File: config.mk
export PLATFORM = sky130hd
export DESIGN_NAME = fifo_uart_tx
export DESIGN_NICKNAME = d
export VERILOG_FILES = /design/src/rtl/fifo_uart_tx.sv
export SDC_FILE = /design/constraint.sdc
export NUM_CORES = 1
export LEC_CHECK = 0
export ABC_AREA = 1
export ABC_CLOCK_PERIOD_IN_PS = 3100
export BUFFER_PORTS_ARGS = -buffer_cell sky130_fd_sc_hd__buf_4
export CORE_MARGIN = 3
export CORE_UTILIZATION = 59
export DETAILED_ROUTE_END_ITERATION = 10
export PLACE_DENSITY_LB_ADDON = 0.1
export SYNTH_ARGS = -nofsm -noshare
export SYNTH_HDL_FRONTEND = slang
export SYNTH_SLANG_ARGS = --single-unit
File: constraint.sdc
create_clock -name clk -period 3.1 [get_ports clk]
set_clock_uncertainty 0.15 [all_clocks]
set_input_delay 0.155 -clock clk [delete_from_list [all_inputs] [get_ports clk]]
set_output_delay 0.155 -clock clk [all_outputs]
set_load 0.01 [all_outputs]
File: src/rtl/fifo_uart_tx.sv
// fifo_uart_tx: drains bytes from the 8-bit synchronous FIFO read port and
// serialises each one onto the UART line as an 8N1 frame (start bit, 8 data
// bits LSB first, stop bit). Shares the FIFO clock and synchronous reset.
module fifo_uart_tx #(
  parameter int unsigned CLKS_PER_BIT = 16
) (
  input  logic       clk,
  input  logic       reset,
  input  logic       fifo_empty,
  input  logic [7:0] fifo_data,
  output logic       fifo_rn,
  output logic       tx,
  output logic       busy,
  output logic       tx_done
);

  localparam int unsigned BAUD_W = (CLKS_PER_BIT > 2) ? $clog2(CLKS_PER_BIT) : 1;
  localparam logic [BAUD_W-1:0] BAUD_LAST = BAUD_W'(CLKS_PER_BIT - 1);

  typedef enum logic [2:0] {
    S_IDLE,
    S_FETCH,
    S_LOAD,
    S_START,
    S_DATA,
    S_STOP
  } state_t;

  state_t            state_q;
  logic [BAUD_W-1:0] baud_q;
  logic [2:0]        bit_q;
  logic [7:0]        shift_q;
  logic              tx_q;
  logic              busy_q;
  logic              done_q;
  logic              baud_end;

  assign baud_end = (baud_q == BAUD_LAST);

  // The read strobe follows fifo_empty combinationally while in FETCH so a
  // late-rising empty flag still suppresses the read in that same cycle.
  assign fifo_rn = (state_q == S_FETCH) && !fifo_empty;

  assign tx      = tx_q;
  assign busy    = busy_q;
  assign tx_done = done_q;

  // Frame sequencer: next state, counters, shift register and registered
  // line/status outputs are all updated together so outputs track the state.
  always_ff @(posedge clk) begin
    if (reset) begin
      state_q <= S_IDLE;
      baud_q  <= '0;
      bit_q   <= '0;
      shift_q <= '0;
      tx_q    <= 1'b1;
      busy_q  <= 1'b0;
      done_q  <= 1'b0;
    end else begin
      done_q <= 1'b0;
      case (state_q)
        S_IDLE: begin
          tx_q <= 1'b1;
          if (!fifo_empty) begin
            state_q <= S_FETCH;
            busy_q  <= 1'b1;
          end
        end

        S_FETCH: begin
          if (fifo_empty) begin
            state_q <= S_IDLE;
            busy_q  <= 1'b0;
          end else begin
            state_q <= S_LOAD;
          end
        end

        S_LOAD: begin
          shift_q <= fifo_data;
          bit_q   <= '0;
          baud_q  <= '0;
          tx_q    <= 1'b0;
          state_q <= S_START;
        end

        S_START: begin
          if (baud_end) begin
            baud_q  <= '0;
            tx_q    <= shift_q[0];
            state_q <= S_DATA;
          end else begin
            baud_q <= baud_q + BAUD_W'(1);
          end
        end

        S_DATA: begin
          if (baud_end) begin
            baud_q  <= '0;
            shift_q <= {1'b0, shift_q[7:1]};
            if (bit_q == 3'd7) begin
              tx_q    <= 1'b1;
              state_q <= S_STOP;
            end else begin
              // shift_q[1] is the bit that becomes shift_q[0] after this edge.
              bit_q <= bit_q + 3'd1;
              tx_q  <= shift_q[1];
            end
          end else begin
            baud_q <= baud_q + BAUD_W'(1);
          end
        end

        S_STOP: begin
          if (baud_end) begin
            baud_q  <= '0;
            busy_q  <= 1'b0;
            done_q  <= 1'b1;
            state_q <= S_IDLE;
          end else begin
            baud_q <= baud_q + BAUD_W'(1);
          end
        end

        default: begin
          state_q <= S_IDLE;
          tx_q    <= 1'b1;
          busy_q  <= 1'b0;
        end
      endcase
    end
  end

endmodule

==> results of run 1 <==
-- per-stage QoR --
| stage | instance area [sq um] | total power [mW] | hold slack (ps) |
|---|---|---|---|
| 6_report | 1270 | 0.944 | 33.2 |
| 3_3_place_gp | 1220 | 0.787 | 246 |
| 2_1_floorplan | 1120 | 0.715 | 164 |
| 4_1_cts | 1270 | 0.944 | 4.41 |
| 3_5_place_dp | 1220 | 0.798 | 248 |
| 5_1_grt | 1270 | 1.02 | 63.1 |
-- path summary, 6_finish.rpt --
path	slack [ps]	end
worst min register to register	320	shift_q[2]$_SDFFE_PP0P_
worst max register to register	910	shift_q[7]$_SDFFE_PP0P_
worst max-delay path	910	shift_q[7]$_SDFFE_PP0P_
worst min-delay path	30	shift_q[6]$_SDFFE_PP0P_
-- routing by layer --
| metal | GRT usage, % | up-vias |
|---|---|---|
| li1 | - | 547 |
| met1 | 22.8 | 466 |
| met2 | 36.8 | 36 |
| met3 | 6.65 | 9 |
| met4 | 11.1 | 0 |
| met5 | 0 | - |
-- worst register-to-register path, delay by kind of cell (launching register included) --
family	cells	cell delay [ps]
DFF	1	540
and+or+nand+nor	5	790
AOI/OAI and AO/OA	1	130
buffers and inverters	1	550
-- layout make-up --
type	count	share of cell area [%]
multi-input cells	112	46.5
repair buffers	16	9.82
clock buffers	3	1.77
flip-flops and latches	21	33.0
inverters	20	5.89
clock inverters	1	0.589
well taps	25	2.46
-- registers in the layout (all words and copies together) (netlist names) --
name     count
shift_q      8
tx           1
baud_q       4
bit_q        3
busy         1
tx_done      1
state_q      3
-- synthesized netlist by cell type --
library cell	n
a31oi_1	1
nor2_4	3
inv_1	16
nand2_2	2
nor2_1	10
nand4_1	4
o21ai_0	11
nor3_1	2
buf_2	2
o21ai_2	2
o21ai_1	7
nand3b_1	2
buf_6	2
ha_1	3
nand3_1	8
inv_2	4
dfxtp_1	21
xor2_1	1
nand2_1	36
a21oi_2	3
nor2_2	1
clkbuf_1	1
nand3_2	2
a21oi_1	14
-- kinds of logic (layout without fill, tap and decap cells) --
| logic type | Yosys count | count (layout) |
|---|---|---|
| DFF | 21 | 21 |
| buffers and inverters | 25 | 40 |
| xor gates and xnor gates | 1 | 1 |
| adders and majority gates | 3 | 3 |
| AOI/OAI and AO/OA | 38 | 38 |
| and+or+nand+nor | 70 | 70 |
-- cell usage in the layout (no fill, tap or decap), types with 2 or more instances in the layout --
master,count
nand3b_1,2
o21ai_2,2
a21oi_2,3
nor2_1,10
nand4_1,4
nand3_2,2
nor3_1,2
nand2_1,36
dlygate4sd3_1,2
dfxtp_1,21
inv_1,16
inv_2,4
o21ai_1,7
o21ai_0,11
nand2_2,2
a21oi_1,14
nand3_1,8
buf_4,14
clkbuf_4,3
nor2_4,3
ha_1,3
-- power by group --
part / switching (mW) / internal, mW
Clock: 0.0896 / 0.0494
Combinational: 0.273 / 0.152
Sequential: 0.0547 / 0.325
Total: 0.417 / 0.527
-- what timing repair did --
item / in CTS / in global routing
endpoints found under the hold margin: 9 / 0
hold buffers: 2 / 0
resized for setup: 0 / 0
==> flow_metrics.tcl, run 1 <==
set metrics [dict create \
    hp-start "fifo_data[6]" \
    leakagePower_nw 0.580 \
    pre_cts_slack_ps 1390 \
    coreArea_sq_um 1760 \
    synth_top_area_share_pct 37.4 \
    cp-start-kind "flip-flop" \
    yosys_warnings 0 \
    synthesis.area_sq_um 1120 \
    fin_util_pct 72.2 \
    multi_input_area_sq_um 592 \
    fin_crit_sh_pct 70.8 \
    grt_pass1_wl_microns 3950 \
    n_fill_cell 152 \
    synth_xor_area_share_pct 0.780 \
    synth_area_leader_cell "dfxtp_1" \
    cap_violations 0 \
    synth_top_family_by_area "simple AND/OR/NAND/NOR gates" \
    antenna_cells 0 \
    critPathCaptureType "flip-flop" \
    remaining_drc_errors 0 \
    ant_nets 0 \
    fp-row-count 15 \
    rr_worst_depth 7 \
    holdPathStages 5 \
    cts_buffer_depth 2 \
    grt_max_degree 17 \
    setup-tns-final_ps 0 \
    vias 1058 \
    required_ps 3220 \
    cts_sinks 21 \
    slew_viol_final 0 \
    cts_made_buffers 3 \
    dr.pass1.iters 4 \
    fin_ws_ps 905 \
    antenna_found_initial 0 \
    die_h_microns 49.6 \
    area_growth_pct 13.4 \
    fin_crit_ps 2190 \
    irDropWorstVdd_uv 399 \
    grt-ovfl-total 0 \
    worstMarginPinSlew_ps 391 \
    finalSetupViolCount 0 \
    yosysSeqAreaShare_pct 37.4 \
    syn_nets 172 \
    status "finished clean" \
    routed_wl_microns 2320 \
    crit_buf_inv 1 \
    dpl.cell_count 192 \
    crit_chain "nor2_4 -> nand2_2 -> nor2_4 -> nor2_4 -> nand2_2 -> a21oi_2 -> dlygate4sd3_1" \
    slowest_delay_ps 550 \
    synth_compound_area_share_pct 18.7 \
    hold_viol 0 \
    wl_met2_microns 1140 \
    top_layer "met4" \
    fmax_ghz 0.456 \
    hp-class "in2reg" \
    worst_skew_pair.late_latency_ps 320 \
    io_pins 15 \
    wl_per_cell_microns 11.7 \
    path_clk_slew_ps 120 \
    crit_path_top_delay_cell "dlygate4sd3_1" \
    nets 188 \
    route.met3.wl_microns 157 \
    syn-instance-count 158 \
    critPathMostFrequentCell "nor2_4" \
    root_buffer "clkbuf_4" \
    p_per_area_nw_per_um2 741 \
    crit_start "state_q[1]$_SDFFE_PP0P_" \
    synth_area_per_cell_sq_um 7.11 \
    critPathTopFamily "simple AND/OR/NAND/NOR gates" \
    rsz0062_at_grt "no" \
    synth_fa_ha_area_share_pct 3.34 \
    drt_iter0_markers 27 \
    muxShareOfSynthArea_pct 0 \
    post_cts_buffers 0 \
    place_congestion 0.974 \
    ys_ff_latch 21 \
    crit_fanout 16 \
    path_depth 7 \
    globalRouteTotalUtil_pct 21.2 \
    relSlewSlack_pct 73.9 \
    cts.htree.levels 1 \
    final_cells 198 \
    yosys.area_share.simple_pct 29.8 \
    cp.arrival_ps 2320 \
    cts_tree "done" \
    seqCellArea_sq_um 420 \
    viasPerCell 5.34 \
    dp_hpwl_microns 1690 \
    io_buffers 14 \
    drive_above_1_share_pct 20.2 \
    wl_met1_microns 961 \
    dieArea_sq_um 2460 \
    ys_types 24 \
    start_util_pct 63.7 \
    grt_pass1_vias 934 \
    synth_top_cells_by_area "dfxtp_1, nand2_1, a21oi_1, inv_1, o21ai_0" \
    die_x_microns 49.6 \
    rr_startpoint "state_q[1]$_SDFFE_PP0P_" \
    criticalPathCategory "reg2reg" \
]
No activity file was read; power rests on OpenSTA's default activity.
==> inputs of run 2 (changes only) <==
--- a/config.mk
+++ b/config.mk
@@ -6,10 +6,10 @@
 export NUM_CORES = 1
 export LEC_CHECK = 0
 export ABC_AREA = 1
-export ABC_CLOCK_PERIOD_IN_PS = 3100
+export ABC_CLOCK_PERIOD_IN_PS = 2100
 export BUFFER_PORTS_ARGS = -buffer_cell sky130_fd_sc_hd__buf_4
 export CORE_MARGIN = 3
-export CORE_UTILIZATION = 59
+export CORE_UTILIZATION = 55
 export DETAILED_ROUTE_END_ITERATION = 10
 export PLACE_DENSITY_LB_ADDON = 0.1
 export SYNTH_ARGS = -nofsm -noshare
==> constraint.sdc (replaced) <==
create_clock -name clk -period 2.1 [get_ports clk]
set_clock_uncertainty 0.15 [all_clocks]
set_input_delay 0.105 -clock clk [delete_from_list [all_inputs] [get_ports clk]]
set_output_delay 0.105 -clock clk [all_outputs]
set_load 0.01 [all_outputs]
==> run 2 against run 1 <==
  * Utilization shrank 1.8 points
  * Count of clock-buffer cells in the layout unchanged
  * Clock power up 37%
  * Critical path depth fell by 1
  * Critical endpoint is now shift_q[2]$_SDFFE_PP0P_
  * Non-clock buffer count rose by 1
  * Critical path type unchanged
  * Global-route usage is 2.6 points lower
  * Wire length decreased by 7.3%
  * Flip-flop and latch count unchanged
  * Fmax up 25%
  * Combinational power rose by 44%
  * Sequential power up 48%
  * Highest routed layer unchanged
  * Via count shrank 2.7%
  * Largest cell class unchanged
==> flow_metrics.tcl, run 2 (synthesized netlist as in run 1, its figures left out) <==
set metrics [dict create \
    dp_hpwl_microns 1630 \
    crit_fanout 16 \
    rr_startpoint "state_q[1]$_SDFFE_PP0P_" \
    top_regs "shift_q (8), baud_q (4)" \
    root_buffer "clkbuf_4" \
    dieArea_sq_um 2620 \
    viasPerCell 5.17 \
    cp-start-kind "flip-flop" \
    path_clk_slew_ps 120 \
    p_per_area_nw_per_um2 1060 \
    fin_crit_sh_pct 83.8 \
    relSlewSlack_pct 74.3 \
    cap_violations 0 \
    ant_nets 0 \
    top_register "shift_q" \
    critPathMostFrequentCell "nor2_4" \
    critPathCaptureType "flip-flop" \
    globalRouteTotalUtil_pct 18.7 \
    drive_above_1_share_pct 20.1 \
    drt_iter0_markers 15 \
    grt_max_degree 17 \
    criticalPathCategory "reg2reg" \
    cts.htree.levels 1 \
    wl_per_cell_microns 10.8 \
    cts_made_buffers 3 \
    cts_buffer_depth 2 \
    worstMarginPinSlew_ps 385 \
    dr.pass1.iters 4 \
    crit_chain "nor2_4 -> nand2_2 -> nor2_4 -> nor2_4 -> o21ai_0 -> a21oi_1" \
    final_cell_mix "nand2_1, dfxtp_1, inv_1, a21oi_1, buf_4" \
    die_h_microns 51.2 \
    io_pins 15 \
    worst_skew_pair.late_latency_ps 300 \
    remaining_drc_errors 0 \
    antenna_cells 0 \
    status "finished clean" \
    fin_crit_ps 1760 \
    grt_pass1_vias 931 \
    fp-row-count 15 \
    cp.arrival_ps 1840 \
    largest_reg_flops 8 \
    cts_sinks 21 \
    hold_ws_ps 19.0 \
    die_x_microns 51.2 \
    required_ps 2180 \
    crit_buf_inv 0 \
    cts_tree "done" \
    coreArea_sq_um 1820 \
    setup-tns-final_ps 0 \
    nets 189 \
    crit_path_top_delay_cell "dfxtp_1" \
    grt-ovfl-total 0 \
    critPathTopFamily "simple AND/OR/NAND/NOR gates" \
    io_buffers 14 \
    rsz0062_at_grt "no" \
    crit_start "state_q[1]$_SDFFE_PP0P_" \
    start_util_pct 61.7 \
    slew_viol_final 0 \
    place_congestion 0.883 \
    hp-class "in2reg" \
    vias 1029 \
    hp-start "fifo_data[6]" \
    routed_wl_microns 2150 \
    slowest_delay_ps 550 \
    fmax_ghz 0.568 \
    final_common_cell "nand2_1" \
    hold_viol 0 \
    finalSetupViolCount 0 \
    grt_pass1_wl_microns 3820 \
    post_cts_buffers 0 \
    leakagePower_nw 0.586 \
    antenna_found_initial 0 \
    irDropWorstVdd_uv 533 \
    area_growth_pct 14.0 \
    finalPower_mw 1.36 \
]
[run 2: cell types whose count changed in the layout (fill, tap and decap cells not counted), sizes merged]
cell / previous run / this run
clkinvlp: 1 / 0
dlygate4sd3: 2 / 3
clkinv: 0 / 1
[run 2: what timing repair did]
action | in CTS | in global routing
hold buffers | 3 | 0
gates resized for setup | 0 | 0
endpoints found under the hold margin | 10 | 0
[run 2: cell type report]
type	count	area [sq um]
Clock buffer	3	22.5
Clock inverter	1	5.00
Fill cell	166	539
Inverter	20	75.1
Multi-Input combinational cell	112	592
Sequential cell	21	420
Tap cell	25	31.3
Timing Repair Buffer	17	135
[run 2: worst reg2reg max path, delay by kind of cell, from the launching register on]
kind	cells	cell delay [ps]
flip-flops	1	550
AO/OA/AOI/OAI	2	290
AND/OR/NAND/NOR	4	700
[run 2: where the power goes]
group          switching [mW]  leakage (nW)  total, mW  internal (mW)
logic                   0.387         0.397      0.611          0.224
clock network           0.119        0.0177      0.190         0.0708
registers              0.0803         0.171      0.561          0.480
total                   0.587         0.586       1.36          0.775
[run 2: stage by stage]
stage | cells | worst slack, ps | cell area, sq um | utilization (%)
global route | 199 | 203 | 1280 | 70.4
global placement | 192 | 392 | 1220 | 67.2
finish | 199 | 340 | 1280 | 70.4
floorplan | 158 | 618 | 1120 | -
CTS | 199 | 346 | 1280 | 70.4
detailed placement | 192 | 380 | 1220 | 67.2
[run 2: path summary, 6_finish.rpt]
kind                                           endpoint  slack [ps]  depth (start not counted)
worst max-delay path            shift_q[2]$_SDFFE_PP0P_         340                          6
worst min register to register  shift_q[2]$_SDFFE_PP0P_         320                          2
worst max register to register  shift_q[2]$_SDFFE_PP0P_         340                          6
worst min-delay path            shift_q[6]$_SDFFE_PP0P_          20                          5
[run 2: routing by layer]
| layer | up-vias | wire, microns | global-route usage (%) |
|---|---|---|---|
| li1 | 548 | - | - |
| met1 | 465 | 1060 | 25.4 |
| met2 | 14 | 1020 | 30.5 |
| met3 | 2 | 61 | 3.50 |
| met4 | 0 | 10 | 4.04 |
| met5 | - | 0 | 0 |
